[src/rtl/rv_trace_encoder_if.sv]
// APB configuration bus and packet stream towards the encapsulator.
interface rv_trace_encoder_if #(
    parameter int unsigned APB_ADDR_WIDTH = 32,
    parameter int unsigned N              = 1
);
    logic [APB_ADDR_WIDTH-1:0] paddr;
    logic                      pwrite;
    logic                      psel;
    logic                      penable;
    logic [31:0]               pwdata;
    logic                      pready;
    logic [31:0]               prdata;

    logic [N-1:0]              packet_valid;
    logic [N*2-1:0]            packet_type;
    logic [N*5-1:0]            packet_length;
    logic [N*128-1:0]          packet_payload;
    logic                      encapsulator_ready;

    // APB master that also sinks the packet stream.
    modport master (
        output paddr, pwrite, psel, penable, pwdata, encapsulator_ready,
        input  pready, prdata, packet_valid, packet_type, packet_length, packet_payload
    );

    // Trace encoder side.
    modport slave (
        input  paddr, pwrite, psel, penable, pwdata, encapsulator_ready,
        output pready, prdata, packet_valid, packet_type, packet_length, packet_payload
    );
endinterface

[src/rtl/rv_trace_encoder.sv]
// Branch-trace instruction encoder: one retired block per cycle in, one packet register out.
module rv_trace_encoder #(
    parameter int unsigned N              = 1,
    parameter int unsigned ONLY_BRANCHES  = 1,
    parameter int unsigned APB_ADDR_WIDTH = 32
) (
    input  logic              clk_i,
    input  logic              rst_i,
    input  logic [N-1:0]      valid_i,
    input  logic [N*3-1:0]    itype_i,
    input  logic [31:0]       cause_i,
    input  logic [31:0]       tval_i,
    input  logic [1:0]        priv_i,
    input  logic [N*32-1:0]   iaddr_i,
    input  logic [N*32-1:0]   iretire_i,
    input  logic [N-1:0]      ilastsize_i,
    input  logic [63:0]       time_i,
    input  logic [31:0]       tvec_i,
    input  logic [31:0]       epc_i,
    output logic              stall_o,
    rv_trace_encoder_if.slave bus
);
    localparam logic [APB_ADDR_WIDTH-1:0] AddrCtrl   = APB_ADDR_WIDTH'(0);
    localparam logic [APB_ADDR_WIDTH-1:0] AddrStatus = APB_ADDR_WIDTH'(4);

    typedef enum logic [1:0] {FmtF0 = 2'd0, FmtF1 = 2'd1, FmtF2 = 2'd2, FmtF3 = 2'd3} fmt_e;

    if (N != 1 || ONLY_BRANCHES != 1) begin : g_unsupported
        $error("rv_trace_encoder supports only N=1 and ONLY_BRANCHES=1");
    end

    logic         enable_q, synced_q, synced_d, pend_q, pend_d;
    logic [30:0]  map_q, map_d;
    logic [4:0]   count_q, count_d;
    logic         pkt_valid_q;
    fmt_e         pkt_type_q;
    logic [4:0]   pkt_len_q;
    logic [127:0] pkt_payload_q;

    logic         emit;
    fmt_e         emit_type;
    logic [4:0]   emit_len;
    logic [127:0] emit_payload;

    logic [2:0]   itype;
    logic [31:0]  iaddr;
    logic         is_trap, is_branch, is_uninf, not_taken, not_taken_fmt, intr;
    logic         consume, apb_access, ctrl_wr;
    logic         unused_inputs;

    assign itype         = itype_i[2:0];
    assign iaddr         = iaddr_i[31:0];
    assign is_trap       = (itype == 3'd1) || (itype == 3'd2);
    assign intr          = (itype == 3'd2);
    assign is_branch     = (itype == 3'd4) || (itype == 3'd5);
    assign is_uninf      = (itype == 3'd3) || (itype == 3'd6);
    assign not_taken     = (itype == 3'd4);
    assign not_taken_fmt = ~(itype == 3'd5);

    assign stall_o    = pkt_valid_q & ~bus.encapsulator_ready;
    assign consume    = valid_i[0] & enable_q & ~stall_o;
    assign apb_access = bus.psel & bus.penable;
    assign ctrl_wr    = apb_access & bus.pwrite & (bus.paddr == AddrCtrl);

    assign bus.pready         = apb_access;
    assign bus.packet_valid   = pkt_valid_q;
    assign bus.packet_type    = pkt_type_q;
    assign bus.packet_length  = pkt_len_q;
    assign bus.packet_payload = pkt_payload_q;

    assign unused_inputs = ^{iretire_i, ilastsize_i, time_i, tvec_i, bus.pwdata[31:1]};

    // APB read mux, driven only during the access phase.
    always_comb begin
        bus.prdata = '0;
        if (apb_access) begin
            if (bus.paddr == AddrCtrl) begin
                bus.prdata = {31'b0, enable_q};
            end else if (bus.paddr == AddrStatus) begin
                bus.prdata = {26'b0, count_q, pkt_valid_q};
            end
        end
    end

    // Per-block packet decision and branch-map bookkeeping, highest priority first.
    always_comb begin
        synced_d     = synced_q;
        pend_d       = pend_q;
        map_d        = map_q;
        count_d      = count_q;
        emit         = 1'b0;
        emit_type    = FmtF0;
        emit_len     = 5'd0;
        emit_payload = '0;
        if (consume) begin
            if (!synced_q) begin
                emit               = 1'b1;
                emit_type          = FmtF3;
                emit_len           = 5'd5;
                emit_payload[38:0] = {iaddr, priv_i, not_taken_fmt, 2'b00, 2'b11};
                synced_d           = 1'b1;
                map_d              = '0;
                count_d            = '0;
            end else if (is_trap) begin
                emit                = 1'b1;
                emit_type           = FmtF3;
                emit_len            = 5'd13;
                emit_payload[103:0] = {tval_i, epc_i, intr, cause_i, priv_i, not_taken_fmt,
                                       2'b01, 2'b11};
                map_d               = '0;
                count_d             = '0;
                pend_d              = 1'b0;
            end else if (pend_q) begin
                emit = 1'b1;
                if (count_q == 5'd0) begin
                    emit_type          = FmtF2;
                    emit_len           = 5'd5;
                    emit_payload[33:0] = {iaddr, 2'b10};
                end else begin
                    emit_type          = FmtF1;
                    emit_len           = 5'd9;
                    emit_payload[69:0] = {iaddr, map_q, count_q, 2'b01};
                end
                pend_d  = 1'b0;
                map_d   = '0;
                count_d = '0;
                // The resolving block's own branch opens the fresh map.
                if (is_branch) begin
                    map_d[0] = not_taken;
                    count_d  = 5'd1;
                end
            end else if (is_branch) begin
                map_d[count_q] = not_taken;
                if (count_q == 5'd30) begin
                    // Map is full: flush it without an address.
                    emit               = 1'b1;
                    emit_type          = FmtF1;
                    emit_len           = 5'd5;
                    emit_payload[37:0] = {map_d, 5'd0, 2'b01};
                    map_d              = '0;
                    count_d            = '0;
                end else begin
                    count_d = count_q + 5'd1;
                end
            end else if (is_uninf) begin
                pend_d = 1'b1;
            end
        end
        // Disabling drops all trace context.
        if (ctrl_wr && !bus.pwdata[0]) begin
            synced_d = 1'b0;
            pend_d   = 1'b0;
            map_d    = '0;
            count_d  = '0;
        end
    end

    // Control and trace-context state.
    always_ff @(posedge clk_i) begin
        if (rst_i) begin
            enable_q <= 1'b0;
            synced_q <= 1'b0;
            pend_q   <= 1'b0;
            map_q    <= '0;
            count_q  <= '0;
        end else begin
            if (ctrl_wr) begin
                enable_q <= bus.pwdata[0];
            end
            synced_q <= synced_d;
            pend_q   <= pend_d;
            map_q    <= map_d;
            count_q  <= count_d;
        end
    end

    // Single-entry packet register: load on emit, clear once the encapsulator takes it.
    always_ff @(posedge clk_i) begin
        if (rst_i) begin
            pkt_valid_q   <= 1'b0;
            pkt_type_q    <= FmtF0;
            pkt_len_q     <= '0;
            pkt_payload_q <= '0;
        end else if (emit) begin
            pkt_valid_q   <= 1'b1;
            pkt_type_q    <= emit_type;
            pkt_len_q     <= emit_len;
            pkt_payload_q <= emit_payload;
        end else if (bus.encapsulator_ready) begin
            pkt_valid_q   <= 1'b0;
            pkt_type_q    <= FmtF0;
            pkt_len_q     <= '0;
            pkt_payload_q <= '0;
        end
    end
endmodule

[src/flat_wrapper.sv]
// flat-port wrapper written by rule: the top's interface ports become plain ports
module rv_trace_encoder_flat 
#(
    parameter int unsigned N              = 1,
    parameter int unsigned ONLY_BRANCHES  = 1,
    parameter int unsigned APB_ADDR_WIDTH = 32
)
  (clk_i, rst_i, valid_i, itype_i, cause_i, tval_i, priv_i, iaddr_i, iretire_i, ilastsize_i, time_i, tvec_i, epc_i, stall_o, bus_paddr, bus_pwrite, bus_psel, bus_penable, bus_pwdata, bus_encapsulator_ready, bus_pready, bus_prdata, bus_packet_valid, bus_packet_type, bus_packet_length, bus_packet_payload);
  rv_trace_encoder_if #(.APB_ADDR_WIDTH(APB_ADDR_WIDTH), .N(N)) bus_i ();
  input  logic clk_i;
  input  logic rst_i;
  input  logic [N-1:0] valid_i;
  input  logic [N*3-1:0] itype_i;
  input  logic [31:0] cause_i;
  input  logic [31:0] tval_i;
  input  logic [1:0] priv_i;
  input  logic [N*32-1:0] iaddr_i;
  input  logic [N*32-1:0] iretire_i;
  input  logic [N-1:0] ilastsize_i;
  input  logic [63:0] time_i;
  input  logic [31:0] tvec_i;
  input  logic [31:0] epc_i;
  output logic stall_o;
  input wire logic [$bits(bus_i.paddr)-1:0] bus_paddr;
  input wire logic [$bits(bus_i.pwrite)-1:0] bus_pwrite;
  input wire logic [$bits(bus_i.psel)-1:0] bus_psel;
  input wire logic [$bits(bus_i.penable)-1:0] bus_penable;
  input wire logic [$bits(bus_i.pwdata)-1:0] bus_pwdata;
  input wire logic [$bits(bus_i.encapsulator_ready)-1:0] bus_encapsulator_ready;
  output wire logic [$bits(bus_i.pready)-1:0] bus_pready;
  output wire logic [$bits(bus_i.prdata)-1:0] bus_prdata;
  output wire logic [$bits(bus_i.packet_valid)-1:0] bus_packet_valid;
  output wire logic [$bits(bus_i.packet_type)-1:0] bus_packet_type;
  output wire logic [$bits(bus_i.packet_length)-1:0] bus_packet_length;
  output wire logic [$bits(bus_i.packet_payload)-1:0] bus_packet_payload;
  assign bus_i.paddr = bus_paddr;
  assign bus_i.pwrite = bus_pwrite;
  assign bus_i.psel = bus_psel;
  assign bus_i.penable = bus_penable;
  assign bus_i.pwdata = bus_pwdata;
  assign bus_i.encapsulator_ready = bus_encapsulator_ready;
  assign bus_pready = bus_i.pready;
  assign bus_prdata = bus_i.prdata;
  assign bus_packet_valid = bus_i.packet_valid;
  assign bus_packet_type = bus_i.packet_type;
  assign bus_packet_length = bus_i.packet_length;
  assign bus_packet_payload = bus_i.packet_payload;
  rv_trace_encoder #(.N(N), .ONLY_BRANCHES(ONLY_BRANCHES), .APB_ADDR_WIDTH(APB_ADDR_WIDTH)) u_core (.clk_i(clk_i), .rst_i(rst_i), .valid_i(valid_i), .itype_i(itype_i), .cause_i(cause_i), .tval_i(tval_i), .priv_i(priv_i), .iaddr_i(iaddr_i), .iretire_i(iretire_i), .ilastsize_i(ilastsize_i), .time_i(time_i), .tvec_i(tvec_i), .epc_i(epc_i), .stall_o(stall_o), .bus(bus_i));
endmodule
[config.mk]
export PLATFORM = sky130hd
export DESIGN_NAME = rv_trace_encoder_flat
export DESIGN_NICKNAME = d
export VERILOG_FILES = /design/src/rtl/rv_trace_encoder_if.sv /design/src/rtl/rv_trace_encoder.sv /design/src/flat_wrapper.sv
export SDC_FILE = /design/constraint.sdc
export NUM_CORES = 1
export LEC_CHECK = 0
export BUFFER_PORTS_ARGS = -buffer_cell sky130_fd_sc_hd__buf_2
export CORE_AREA = 10 10 185 187
export DETAILED_ROUTE_END_ITERATION = 16
export DIE_AREA = 0 0 195 197
export PLACE_DENSITY = 0.61
export SLEW_MARGIN = 20
export SYNTH_ARGS = -nofsm -noshare
export SYNTH_HDL_FRONTEND = slang
export SYNTH_SLANG_ARGS = --single-unit
[constraint.sdc]
create_clock -name clk_i -period 5.6 [get_ports clk_i]
set_input_delay 0.84 -clock clk_i [delete_from_list [all_inputs] [get_ports clk_i]]
set_output_delay 0.84 -clock clk_i [all_outputs]
set_load 0.05 [all_outputs]
# --- Word-level counts from Yosys, hierarchy flattened ---
# Index checks and enable logic that the tools add are counted.
op_classes:
  bitwise: 9
  n_lt_le_gt_ge: 2
  eq_ne: 9
  n_reduce_logical: 12
  mux: 61
  add_sub_neg: 1
ops:
  columns: ["cell", "n"]
  rows:
  - ["two-way mux 104 bit", 3]
  - ["two-way mux 31 bit", 5]
  - ["two-way mux 38 bit", 3]
  - ["two-way mux 32 bit", 3]
  - ["two-way mux 70 bit", 1]
  - ["two-way mux 34 bit", 2]
  - ["two-way mux 65 bit", 1]
  - ["two-way mux 5 bit", 12]
  - ["two-way mux 39 bit", 1]
  - ["two-way mux 36 bit", 1]
  - ["equality test 32 x 3 -> 1 bit (second input constant)", 1]
  - ["logical NOT 32 bit", 1]
  - ["bitwise mux 31 bit", 1]
  - ["two-way mux 1 bit", 16]
  - ["two-way mux 2 bit", 8]
  - ["equality test 3 bit (second input constant)", 3]
  - ["bitwise AND 1 bit", 6]
  - ["equality test 3 x 2 -> 1 bit (second input constant)", 2]
  - ["less-than comparator 5 x 6 -> 1 bit (second input constant)", 1]
  - ["two-way mux 6 bit", 1]
  - ["adder 5 x 1 -> 5 bit (second input constant)", 1]
  - ["demux 1 bit (select 5 bit)", 1]
  - ["equality test 5 bit (second input constant)", 1]
  - ["greater-or-equal comparator 5 x 1 -> 1 bit (second input constant)", 1]
  - ["other kinds (12)", 18]
word_totals:
  elab_cells: 103
  regBits: 151
  output_inout_bits: 170

# --- Longest topological paths before layout ---
depth:
  ltp_word: 12
  mapped_depth: 10
  ltp_nobuf: 7

# --- Worst setup path after synthesis ---
# OpenSTA, ideal clock, no wires.
synth_path:
  kind: "input to output"
  start: "in bus_psel"
  end: "out bus_prdata[0]"
  n_path_buf: 0
  required_time_ns: 4.760
  arrival_time_ns: 3.149
  path_stages: 3
  setup_slack_ns: 1.611
  path_cell_list: "and2_1 nand4_1 nor4_1"
synth_between:
  elab_chain_cells: 2
synth_rtl:
  columns: ["item", "line_no", "text"]
  rows:
  - ["from (decl)", "flat_wrapper.sv:26", "input wire logic [$bits(bus_i.psel)-1:0] bus_psel;"]
  - ["bitwise AND 1 bit", "rv_trace_encoder.sv:62", "assign apb_access = bus.psel & bus.penable;"]
  - ["two-way mux 32 bit", "rv_trace_encoder.sv:76", "if (apb_access) begin"]
  - ["to (decl)", "flat_wrapper.sv:31", "output wire logic [$bits(bus_i.prdata)-1:0] bus_prdata;"]
# No other way between the ends.

# --- Final worst setup path ---
layout_path:
  start: "in bus_paddr[8]"
  end: "out bus_prdata[2]"
layout_between:
  elab_chain_cells: 4
layout_rtl:
  columns: ["item", "line_no", "text"]
  rows:
  - ["from (decl)", "flat_wrapper.sv:24", "input wire logic [$bits(bus_i.paddr)-1:0] bus_paddr;"]
  - ["equality test 32 x 3 -> 1 bit", "rv_trace_encoder.sv:79", "end else if (bus.paddr == AddrStatus) begin"]
  - ["two-way mux 6 bit", "rv_trace_encoder.sv:79", null]
  - ["two-way mux 32 bit *", "rv_trace_encoder.sv:77", "if (bus.paddr == AddrCtrl) begin"]
  - ["two-way mux 32 bit *", "rv_trace_encoder.sv:76", null]
# Mark *: on every way between the ends. The rest lies on a longest branch, timed or not.

==> results.sh <==
export IMPL_finalSetupTns_ns=0
export IMPL_cp_arrival_ns=2.55
export IMPL_syn_area_per_cell_sq_um=8.713
export IMPL_grt_pass1_vias=7712
export IMPL_layout_nets=1463
export IMPL_yosysWarnings=0
export IMPL_num_io_pins=503
export IMPL_antenna_found_initial=5
export IMPL_holdBufCountCts=0
export IMPL_max_freq_mhz=295.4
export IMPL_synthToLayoutAreaGrowth_pct=28.00
export IMPL_critPathTopFamily="simple AND/OR/NAND/NOR gates"
export IMPL_syn_area_sq_mm=0.007676
export IMPL_drive_gt1_share_pct=31.55
export IMPL_crit_cells=6
export IMPL_total_power_uw=2558
export IMPL_max_stage_delay_ns=0.54
export IMPL_cp_cell_sequence="buf_2, nor4_1, nand4_1, nor3_1, and3_1, buf_2"
export IMPL_core_sq_mm=0.03043
export IMPL_period_minus_slack_ns=3.385
export IMPL_max_slew_margin_pct=27.04
export IMPL_cts_root_buf="clkbuf_16"
export IMPL_crit_buf_inv=2
export IMPL_synth_cell_types=62
export IMPL_clk_latency_ns=0.43
export IMPL_drv_slew=0
export IMPL_initial_utilization_pct=25.23
export IMPL_setup_worst_path_end_class="primary output"
export IMPL_cts_tree="yes"
export IMPL_ys_flop_type="dfxtp_1"
export IMPL_max_cap_violations=0
export IMPL_crit_type="primary input to primary output"
export IMPL_synth_largest_area_cell="dfxtp_1"
export IMPL_skew_ns=0.01137
export IMPL_required_ns=4.76
export IMPL_outcome="complete, no violations"
export IMPL_synthTopCellsByArea="dfxtp_1 (38%), mux2i_1 (7.4%), buf_4 (5.8%)"
export IMPL_reg2reg_slack_ns=2.27
export IMPL_post_cts_setup_buffers=0
export IMPL_use_met3_pct=4.667
export IMPL_n_fill_cell=3228
export IMPL_drtIter0Drc=376
export IMPL_dp_hpwl_um=22670
export IMPL_cp_start_kind="primary input"
export IMPL_wl_um=31270
export IMPL_slowest_stage="nor3_1"
export IMPL_synth_edf_count=0
export IMPL_cp_max_fo=6
export IMPL_cts_resized=0
export IMPL_hold_path_cell_count=2
export IMPL_synthCells=881
export IMPL_antenna_left=0
export IMPL_vias_per_cell=5.009
export IMPL_drc=0
export IMPL_reg2reg_to="u_core.bus.packet_payload[46]"
export IMPL_async_flop_share_pct=0
export IMPL_startpoint="bus_paddr[8]"
export IMPL_yosysTopAreaCellShare_pct=38.34
export IMPL_wire_per_inst_um=20.36
export IMPL_ir_drop_v=0.0001399
export IMPL_most_common_layout_cells="buf_2 (290), dfxtp_1 (146), nor2_1 (100)"
export IMPL_tightest_slew_ns=1.092
export IMPL_ys_seq_area_share_pct=38.34
export IMPL_clock_sinks=147
export IMPL_p_per_area_mw_per_mm2=260.4
export IMPL_grt_util_all_layers_pct=15.16
export IMPL_overflow=0
export IMPL_worst_r2r_cell_count=8
export IMPL_htreeDepth=4
export IMPL_grt_pass1_wl_um=46100
export IMPL_clockBufferDepth=2
export IMPL_fp_row_count=64
export IMPL_met1_usage_pct=16.91
export IMPL_die_x_um=195
export IMPL_vias=7694
export IMPL_cts_made_buffers=17
export IMPL_p_leak_uw=0.004377
export IMPL_grt_met2_usage_pct=27.24
export IMPL_io_buffer_count=290
export IMPL_r2r_start="u_core.count_q[0]"
export IMPL_utilization_pct=32.29
export IMPL_setup_viol=0
export IMPL_place_congestion=0.7637
export IMPL_rsz0062_at_grt="false"
export IMPL_final_common_cell="buf_2"
export IMPL_fp_dieH_um=197
export IMPL_period_share_pct=60.45
export IMPL_grt_busiest_layer="met2"
export IMPL_synth_seq_cells=147
export IMPL_crit_path_frequent_cell="buf_2"
export IMPL_crit_end="bus_prdata[2]"
export IMPL_clkTransAtPathRegs_ns=0.06
export IMPL_hold_viol=0
export IMPL_grt_start_max_net_pins=67
export IMPL_firstDrtPassIters=5
export IMPL_worstHoldPathType="flip-flop to flip-flop"
export IMPL_die_area_sq_mm=0.03842
worst register-to-register path: stages, from the launching register on:
cell      delay (ns)
dfxtp_1         0.51
inv_1           0.15
ha_1            0.41
nand3b_1        0.27
o221ai_2        0.20
a211oi_4        0.89
buf_4           0.56
nand2_1         0.16
o21ai_0         0.11
cells in the mapped netlist (6+ instances only):
master    number
a21oi_1       21
a221o_1       25
a221oi_1      25
a22o_1        34
a22oi_1       30
a31oi_1        6
a32o_1        27
and3_1         9
buf_2         33
buf_4         59
clkbuf_1      31
dfxtp_1      147
inv_1          8
mux2i_1       57
nand2_1       80
nand2b_1       8
nand3_1        7
nor2_1       102
nor3_1        32
nor3b_1        6
nor4_1        10
o21ai_0       43
power by group:
part	total, uW	switching [uW]	internal [uW]
clock	1260	470	787
combinational	256	184	72.2
sequential	1050	0.00000000382	1050
total	2560	654	1900
kinds of logic after synthesis:
group,after synthesis,synth area share [%]
flip-flops,147,38.34
AND/OR/NAND/NOR,285,17.34
XOR/XNOR,4,0.5543
multiplexers,57,7.433
other,1,0.04885
adder cells (fa/ha/maj),4,0.6520
buffers and inverters,143,11.17
AO/OA/AOI/OAI,240,24.47
cell type report:
cell class	count	area (sq um)	area share (%)
Tap cell	396	495.5	5.043
Inverter	9	33.78	0.3438
Antenna cell	2	5.005	0.05094
Clock inverter	14	211.5	2.152
Sequential cell	147	2944	29.96
Timing Repair Buffer	309	1594	16.22
Clock buffer	17	425.4	4.330
Multi-Input combinational cell	642	4116	41.89
sequential cells by signal, summed over array words and instances, names as in the netlist:
name and cells:
u_core.pend_q 1, u_core.count_q 5, u_core.enable_q 1, u_core.bus.packet_payload 104, u_core.bus.packet_valid 1, u_core.synced_q 1
u_core.map_q 31, u_core.bus.packet_length 3
how the worst min path moves through the flow:
stage / start / end / slack, ns
2_1_floorplan: u_core.map_q[30] / u_core.map_q[30] / 0.41
3_3_place_gp: u_core.map_q[30] / u_core.map_q[30] / 0.42
3_5_place_dp: u_core.map_q[30] / u_core.map_q[30] / 0.42
4_1_cts: u_core.bus.packet_payload[38] / u_core.bus.packet_payload[38] / 0.44
5_1_grt: u_core.bus.packet_payload[38] / u_core.bus.packet_payload[38] / 0.47
6_report: u_core.bus.packet_payload[38] / u_core.bus.packet_payload[38] / 0.44
layer usage:
metal	vias to the layer above	share of wire, %
met5	-	0.086
met4	6	1.3
met3	34	6.9
met1	3717	41
met2	300	51
li1	3637	-
stage by stage:
stage | hold slack (ns) | worst slack [ns] | instance area (sq um) | std cells
after detailed placement | 0.4216 | 2.200 | 9184 | 1503
after global placement | 0.4212 | 2.204 | 9184 | 1503
after floorplan | 0.4089 | 1.611 | 7868 | 932
after global routing | 0.4681 | 1.994 | 9821 | 1534
after CTS | 0.4395 | 2.203 | 9821 | 1534
final | 0.4386 | 2.215 | 9826 | 1536
(Power assumes the default switching activity.)
